[src/rtl/rr_arb8.sv]
// rr_arb8: 8-way round-robin arbiter with registered one-hot grant and index.
// The grant is held until the owner pulses done or drops its request. At least
// one idle cycle separates any two grants.
// Optional feature (macro HOLD_TIMEOUT_EN): a grant is forcibly released after
// MAX_HOLD cycles, and tmo pulses for the one cycle that follows the release.
module rr_arb8 #(
  parameter int MAX_HOLD = 16
) (
  input  logic       clk,
  input  logic       rst,
  input  logic [7:0] req,
  input  logic       done,
  output logic [7:0] gnt,
  output logic [2:0] gnt_idx,
  output logic       gnt_vld,
  output logic       tmo
);

  typedef enum logic [0:0] {
    IDLE  = 1'b0,
    GRANT = 1'b1
  } state_t;

  // Reject hold limits outside the supported range at elaboration.
  if ((MAX_HOLD < 2) || (MAX_HOLD > 256)) begin : g_max_hold_range
    $error("rr_arb8: MAX_HOLD must lie in 2..256");
  end

  state_t     state_r, state_s;
  logic [2:0] ptr_r, ptr_s;
  logic [7:0] gnt_s;
  logic [2:0] idx_s;
  logic       vld_s;
  logic       tmo_s;
  logic       release_s;

`ifdef HOLD_TIMEOUT_EN
  localparam int                HOLD_W    = $clog2(MAX_HOLD);
  localparam logic [HOLD_W-1:0] HOLD_LAST = HOLD_W'(MAX_HOLD - 1);
  logic [HOLD_W-1:0] hold_cnt_r, hold_cnt_s;
`endif

  // Return the first set request found when scanning upward from start, with
  // wrap-around. The caller guarantees that r is non-zero.
  function automatic logic [2:0] rr_pick(input logic [7:0] r, input logic [2:0] start);
    logic [2:0] cand;
    logic       found;
    logic [2:0] sel;
    sel   = start;
    found = 1'b0;
    for (int i = 0; i < 8; i++) begin
      cand = start + 3'(i);
      if (!found && r[cand]) begin
        sel   = cand;
        found = 1'b1;
      end else begin
        found = found;
      end
    end
    return sel;
  endfunction

  // Next-state and next-output logic. Every register holds its value unless a
  // transition below changes it.
  always_comb begin
    state_s   = state_r;
    ptr_s     = ptr_r;
    gnt_s     = gnt;
    idx_s     = gnt_idx;
    vld_s     = gnt_vld;
    tmo_s     = 1'b0;
    release_s = done | ~req[gnt_idx];
`ifdef HOLD_TIMEOUT_EN
    hold_cnt_s = hold_cnt_r;
`endif
    case (state_r)
      IDLE: begin
        if (req != 8'h00) begin
          idx_s   = rr_pick(req, ptr_r);
          gnt_s   = 8'h01 << idx_s;
          vld_s   = 1'b1;
          state_s = GRANT;
`ifdef HOLD_TIMEOUT_EN
          hold_cnt_s = '0;
`endif
        end else begin
          state_s = IDLE;
        end
      end
      GRANT: begin
        if (release_s) begin
          gnt_s   = 8'h00;
          vld_s   = 1'b0;
          ptr_s   = gnt_idx + 3'd1;
          state_s = IDLE;
`ifdef HOLD_TIMEOUT_EN
        end else if (hold_cnt_r == HOLD_LAST) begin
          // Forced release: the pointer still moves past the owner.
          gnt_s   = 8'h00;
          vld_s   = 1'b0;
          ptr_s   = gnt_idx + 3'd1;
          tmo_s   = 1'b1;
          state_s = IDLE;
        end else begin
          hold_cnt_s = hold_cnt_r + HOLD_W'(1);
        end
`else
        end else begin
          state_s = GRANT;
        end
`endif
      end
      default: begin
        state_s = IDLE;
        gnt_s   = 8'h00;
        vld_s   = 1'b0;
      end
    endcase
  end

  // State and output registers, with a synchronous reset that overrides everything else.
  always_ff @(posedge clk) begin
    if (rst) begin
      state_r <= IDLE;
      ptr_r   <= 3'd0;
      gnt     <= 8'h00;
      gnt_idx <= 3'd0;
      gnt_vld <= 1'b0;
      tmo     <= 1'b0;
`ifdef HOLD_TIMEOUT_EN
      hold_cnt_r <= '0;
`endif
    end else begin
      state_r <= state_s;
      ptr_r   <= ptr_s;
      gnt     <= gnt_s;
      gnt_idx <= idx_s;
      gnt_vld <= vld_s;
      tmo     <= tmo_s;
`ifdef HOLD_TIMEOUT_EN
      hold_cnt_r <= hold_cnt_s;
`endif
    end
  end

endmodule

[config.mk]
export PLATFORM = sky130hd
export DESIGN_NAME = rr_arb8
export DESIGN_NICKNAME = d
export VERILOG_FILES = /design/src/rtl/rr_arb8.sv
export SDC_FILE = /design/constraint.sdc
export NUM_CORES = 1
export LEC_CHECK = 0
export ABC_AREA = 0
export BUFFER_PORTS_ARGS = -buffer_cell sky130_fd_sc_hd__buf_2
export CORE_MARGIN = 1.5
export CORE_UTILIZATION = 43
export DETAILED_ROUTE_END_ITERATION = 12
export SYNTH_ARGS = -nofsm -noshare
export SYNTH_HDL_FRONTEND = slang
export SYNTH_SLANG_ARGS = --single-unit
[constraint.sdc]
create_clock -name clk -period 8.1 [get_ports clk]
set_input_delay 1.62 -clock clk [delete_from_list [all_inputs] [get_ports clk]]
set_output_delay 1.62 -clock clk [all_outputs]
set_load 0.1 [all_outputs]
==> results of run 1 <==
worst max-delay path by stage:
stage,start,to,cells after the start
floorplan,req[0],gnt[4],7
global placement,req[4],gnt[5],8
detailed placement,ptr_r[0],gnt[5],9
CTS,ptr_r[0],gnt[5],9
global route,ptr_r[0],gnt[5],9
finish,ptr_r[0],gnt[5],9
metrics by stage:
step	setup slack (ns)	area, µm²	power [mW]	util, %
6_report	3.972	1818	0.5227	49.29
5_1_grt	3.681	1818	0.5553	49.29
4_1_cts	3.926	1818	0.5240	49.29
3_5_place_dp	3.961	1763	0.4505	47.80
3_3_place_gp	4.079	1763	0.4462	47.80
2_1_floorplan	4.422	1672	0.3981	-
registers in the layout, summed over array words and instances, names as in the netlist:
signal and flops:
gnt 8, ptr_r 3, state_r 1, gnt_idx 3
gnt_vld 1
layer usage:
metal	wire, µm	global-route usage [%]
met1	1772	26.30
met2	2061	35.84
met3	202	3.425
met4	61	5.469
met5	0	0
cell usage after synthesis (all sizes together) (2+ instances only):
| library cell | n | share of area [%] |
|---|---|---|
| nor2 | 12 | 2.7 |
| mux4 | 16 | 22 |
| xor2 | 3 | 1.6 |
| a21oi | 5 | 1.5 |
| nor2b | 2 | 0.75 |
| buf | 9 | 4.0 |
| clkbuf | 3 | 0.67 |
| o21ai | 9 | 2.7 |
| o22ai | 2 | 0.75 |
| a21boi | 2 | 0.90 |
| nand3 | 6 | 1.8 |
| ha | 3 | 2.2 |
| dfxtp | 16 | 19 |
| nor4 | 3 | 1.1 |
| o21a | 2 | 0.90 |
| a31oi | 2 | 0.75 |
| inv | 5 | 1.1 |
| mux2 | 4 | 2.9 |
| o211ai | 2 | 0.90 |
| o221ai | 2 | 1.0 |
| o211a | 2 | 1.2 |
| nand2b | 5 | 1.9 |
| o32ai | 3 | 2.7 |
| nand2 | 15 | 3.4 |
| o31ai | 8 | 3.6 |
| nor3 | 3 | 0.90 |
| mux2i | 11 | 6.8 |
| a211oi | 4 | 2.1 |
placed cells by master (no fill, tap or decap), drive strengths merged, types with 3 or more instances in the layout:
master and n:
a211oi 4, a21oi 5, buf 22, clkbuf 4, dfxtp 16, ha 3
inv 5, mux2 4, mux2i 11, mux4 16, nand2 15, nand2b 5
nand3 6, nor2 12, nor3 3, nor4 3, o21ai 9, o31ai 8
o32ai 3, xor2 3
area by class of cell:
type,count,area [µm²]
flip-flops and latches,16,320.3
multi-input cells,143,1254
well taps,48,60.06
clock buffers,4,55.05
inverters,5,18.77
fillers,369,1871
repair buffers,22,110.1
kinds of logic (layout without fill, tap and decap cells):
logic type	Yosys count	count (layout)	synth area share, %
compound gates	52	52	23.88
simple gates	52	52	15.27
mux	31	31	31.29
buf+inv	17	31	5.837
flops	16	16	19.16
xor+xnor	4	4	2.096
fa+ha+maj	3	3	2.246
other cells	1	1	0.2243
worst max-delay path: cells and delay by family, from the launching register on:
kind,cells,cell delay (ns)
adders and majority gates,1,0.73
AOI/OAI and AO/OA,3,0.60
DFF,1,0.80
muxes,2,1.07
buffers and inverters,1,0.20
and+or+nand+nor,2,0.64
where the power goes:
group          switching [mW]  internal [mW]
Clock                  0.0286         0.0432
Combinational           0.217          0.122
Sequential             0.0204         0.0918
==> flow_metrics.env, run 1 <==
export IMPL_cts_repair_resized=0
export IMPL_hold_path_class="reg -> reg"
export IMPL_crit_top_cell="o211a_2"
export IMPL_power_density_nw_per_um2=287.5
export IMPL_via_per_inst=6.475
export IMPL_syn_cell_area_um2=1672
export IMPL_die_w_um=65.35
export IMPL_layout_cells_non_filler=238
export IMPL_tns_ns=0
export IMPL_required_ns=8.26
export IMPL_crit_chain="inv_1, ha_1, mux4_2, mux2i_1, nand3_1, or4b_1, o211a_2, o211a_2, o31ai_1"
export IMPL_grt_usage_pct=20.55
export IMPL_max_cap_viol_count=0
export IMPL_postCtsSetupBuffers=0
export IMPL_synth_nets=190
export IMPL_relSlewSlack_pct=47.73
export IMPL_r2r_end="gnt[5]"
export IMPL_start_util_pct=45.32
export IMPL_port_buffers=22
export IMPL_slowest_delay_ns=0.80
export IMPL_wl_per_cell_um=17.21
export IMPL_reg2regPathDepth=9
export IMPL_die_area_um2=4271
export IMPL_hp_start="gnt[7]"
export IMPL_num_rows=22
export IMPL_grt_max_degree=21
export IMPL_yosysSeqAreaShare_pct=19.16
export IMPL_cts_buffers=3
export IMPL_cp_arrival_ns=4.29
export IMPL_skew_ns=0.002771
export IMPL_synth_avg_cell_area_um2=9.498
export IMPL_cts_root_buf="clkbuf_8"
export IMPL_n_antenna_cell=0
export IMPL_rsz0062_at_grt="false"
export IMPL_critPathMaxFanout=16
export IMPL_dp_hpwl_um=3139
export IMPL_drive_gt1_share_pct=27.89
export IMPL_antenna_found_initial=0
export IMPL_cts_tree="done"
export IMPL_final_period_utilization_pct=50.96
export IMPL_run_status="complete, no violations"
export IMPL_drtPass1Iterations=4
export IMPL_cts_sinks=16
export IMPL_yosysWarnings=0
export IMPL_cts_htree_levels=1
export IMPL_syn_to_final_growth_pct=8.757
export IMPL_clock_path_buffers=2
export IMPL_wl_um=4097
export IMPL_hold_buffers=0
export IMPL_finalSetupViolCount=0
export IMPL_grt_pass1_vias=1467
export IMPL_holdWs_ns=0.4482
export IMPL_nets=205
export IMPL_io_pins=24
export IMPL_drc=0
export IMPL_gp_congestion=0.8746
export IMPL_async_flop_share_pct=0
export IMPL_synth_edf_count=0
export IMPL_min_path_cells=2
export IMPL_initialDrtViolationCount=93
export IMPL_dp_cells=234
export IMPL_crit_slowest_cell="dfxtp_1"
export IMPL_drtAntennaViolNets=0
export IMPL_die_y_um=65.35
export IMPL_p_leak_nw=0.6756
export IMPL_ir_drop_mv=0.1720
export IMPL_start_kind="register"
export IMPL_post_route_min_period_ns=4.128
export IMPL_worst_slew_pin_slew_ns=0.7830
export IMPL_slew_violations=0
export IMPL_finalHoldViolations=0
export IMPL_syn_inst=176
export IMPL_grt_pass1_wl_um=6817
export IMPL_clkTransAtPathRegs_ns=0.07
export IMPL_min_to="gnt[7]"
export IMPL_num_vias=1541
export IMPL_synth_seq_cells=16
export IMPL_ys_flop_type="dfxtp_1"
export IMPL_criticalPathCategory="reg -> reg"
export IMPL_r2r_setup_slack_ns=3.97
export IMPL_reg2reg_from="ptr_r[0]"
export IMPL_core_area_um2=3689
export IMPL_endpoint_kind="register"
export IMPL_ys_types=55
export IMPL_overflow=0
export IMPL_clk_latency_ns=0.25
export IMPL_fmax_mhz=242.3
No activity file was read; power rests on OpenSTA's default activity.
==> run 2: changes to the inputs <==
ABC_AREA = 1   (was 0)
PLACE_DENSITY = 0.66   (was not set)
clock period = 3.6 ns   (was 8.1 ns; I/O delays follow)
==> run 2 against run 1 <==
Register-to-register slack lost 3.1 ns. Clock-buffer cell count down 1. Synthesized cell count increased by 47%. Routed wire length decreased by 13%. First-iteration DRC count up 25%. Final cell count rose by 37%. Die area fell by 9.2%. Largest cell class unchanged. Highest routed layer unchanged.
==> flow_metrics.env, run 2 <==
export IMPL_crit_chain="buf_4, inv_2, ha_1, inv_1, nand3_1, nand2_1, nand2_1, nand2_2, nand3_4, nor2_4, nand4_1, nor2_1, nor2_1, nand2_2, nand2_2, nor2_1, nand3_1, a21oi_1"
export IMPL_start_util_pct=44.90
export IMPL_cts_root_buf="clkbuf_4"
export IMPL_cts_buffers=3
export IMPL_num_vias=1627
export IMPL_grt_pass1_vias=1402
export IMPL_pre_cts_slack_ns=0.8922
export IMPL_holdWs_ns=0.4686
export IMPL_critPathMaxFanout=10
export IMPL_num_fill_cells=387
export IMPL_layout_cells_non_filler=325
export IMPL_finalSetupViolCount=0
export IMPL_postCtsSetupBuffers=0
export IMPL_cts_tree="done"
export IMPL_finalHoldViolations=0
export IMPL_num_rows=21
export IMPL_syn_cell_area_um2=1510
export IMPL_hold_buffers=0
export IMPL_rsz0062_at_grt="false"
export IMPL_n_antenna_cell=0
export IMPL_die_area_um2=3876
export IMPL_max_cap_viol_count=0
export IMPL_drtAntennaViolNets=0
export IMPL_port_buffers=22
export IMPL_synth_most_common_cell="nand2_1"
export IMPL_yosysSeqAreaShare_pct=21.21
export IMPL_criticalPathCategory="reg -> reg"
export IMPL_run_status="complete, no violations"
export IMPL_initialDrtViolationCount=116
export IMPL_drive_gt1_share_pct=18.28
export IMPL_core_area_um2=3363
export IMPL_synth_seq_cells=16
export IMPL_reg2reg_from="ptr_r[1]"
export IMPL_reg2regPathDepth=18
export IMPL_ys_flop_type="dfxtp_1"
export IMPL_die_y_um=62.26
export IMPL_synth_nets=272
export IMPL_final_seq_area_um2=320.3
export IMPL_antenna_found_initial=0
export IMPL_die_w_um=62.26
export IMPL_netlist_area_leader_share_pct=21.21
export IMPL_slowest_delay_ns=0.37
export IMPL_tns_ns=0
export IMPL_drc=0
export IMPL_setup_ws_ns=0.8667
export IMPL_ys_top_cells_by_count="nand2_1, nand3_1, nor2_1"
export IMPL_required_ns=3.82
export IMPL_grt_pass1_wl_um=6210
export IMPL_synth_avg_cell_area_um2=5.853
export IMPL_cp_arrival_ns=2.95
export IMPL_clk_latency_ns=0.29
export IMPL_hp_start="gnt[5]"
export IMPL_endpoint_kind="register"
export IMPL_wl_per_cell_um=10.92
export IMPL_cts_sinks=16
export IMPL_cts_htree_levels=1
export IMPL_synth_edf_count=0
export IMPL_overflow=0
export IMPL_dp_hpwl_um=2933
export IMPL_top_register="gnt"
export IMPL_clock_path_buffers=2
export IMPL_min_path_cells=2
export IMPL_start_kind="register"
export IMPL_cp_num_buf_inv=3
export IMPL_via_per_inst=5.006
export IMPL_ys_types=33
export IMPL_crit_family="simple AND/OR/NAND/NOR gates"
export IMPL_yosysWarnings=0
export IMPL_clkTransAtPathRegs_ns=0.10
export IMPL_grt_max_degree=14
export IMPL_async_flop_share_pct=0
export IMPL_wl_um=3550
export IMPL_dp_cells=322
export IMPL_gp_congestion=0.9033
export IMPL_layout_commonest_cell="nand2_1"
export IMPL_multiInputGateArea_um2=1033
export IMPL_syn_to_final_growth_pct=10.94
export IMPL_r2r_setup_slack_ns=0.87
export IMPL_largest_reg_flops=8
export IMPL_syn_inst=258
export IMPL_skew_ns=0.007106
export IMPL_final_period_utilization_pct=75.92
export IMPL_post_route_min_period_ns=2.733
export IMPL_top_regs="gnt: 8 flops, gnt_idx: 3 flops, ptr_r: 3 flops"
export IMPL_final_cell_mix="nand2_1, nand3_1, nor2_1"
export IMPL_nets=295
export IMPL_min_to="gnt[5]"
export IMPL_cts_repair_resized=0
export IMPL_crit_slowest_cell="ha_1"
export IMPL_io_pins=24
export IMPL_slew_violations=0
export IMPL_synth_area_leaders="dfxtp_1, nand2_1, nand3_1"
export IMPL_r2r_end="gnt[6]"
export IMPL_drtPass1Iterations=4
export IMPL_grt_usage_pct=19.20
export IMPL_fmax_mhz=365.9
export IMPL_yosysTopAreaCell="dfxtp_1"
export IMPL_hold_path_class="reg -> reg"
## run 2: logic make-up after synthesis
family,after synthesis,synth area share [%]
buffers and inverters,36,10.36
multiplexers,1,0.6628
adder cells (fa/ha/maj),3,2.486
flip-flops,16,21.21
XOR/XNOR,5,2.900
AND/OR/NAND/NOR,170,51.95
other,1,0.2483
AO/OA/AOI/OAI,26,10.19
## run 2: worst max-delay path by stage
stage / depth (start not counted) / end / startpoint
2_1_floorplan: 19 / gnt[0] / ptr_r[0]
3_3_place_gp: 18 / gnt[6] / ptr_r[1]
3_5_place_dp: 18 / gnt[6] / ptr_r[1]
4_1_cts: 18 / gnt[6] / ptr_r[1]
5_1_grt: 18 / gnt[5] / ptr_r[1]
6_report: 18 / gnt[6] / ptr_r[1]
## run 2: layout make-up
cell class | instances | share of cell area, %
clock buffers | 3 | 1.344
flip-flops and latches | 16 | 19.12
multi-input cells | 206 | 61.69
inverters | 29 | 6.497
well taps | 46 | 3.435
repair buffers | 25 | 7.916
## run 2: layer usage
layer | GRT usage (%) | part of all wire [%] | vias to the layer above
li1 | - | - | 885
met1 | 27.63 | 52 | 720
met2 | 31.39 | 45 | 18
met3 | 1.087 | 2.2 | 4
met4 | 5.000 | 0.79 | 0
met5 | 0 | 0 | -
## run 2: tightest hold or removal path: stages (launching register included)
cell and delay (ns):
dfxtp_1 0.32, nand2_1 0.06, a21oi_1 0.05
## run 2: per-stage QoR
step / instance area [µm²] / util, %
finish: 1675 / 49.81
global route: 1675 / 49.81
CTS: 1675 / 49.81
detailed placement: 1653 / 49.14
global placement: 1653 / 49.14
floorplan: 1510 / -
Power of run 2 is not shown: default switching activity piles up to over one toggle a cycle in this logic, so the estimate is an artifact.
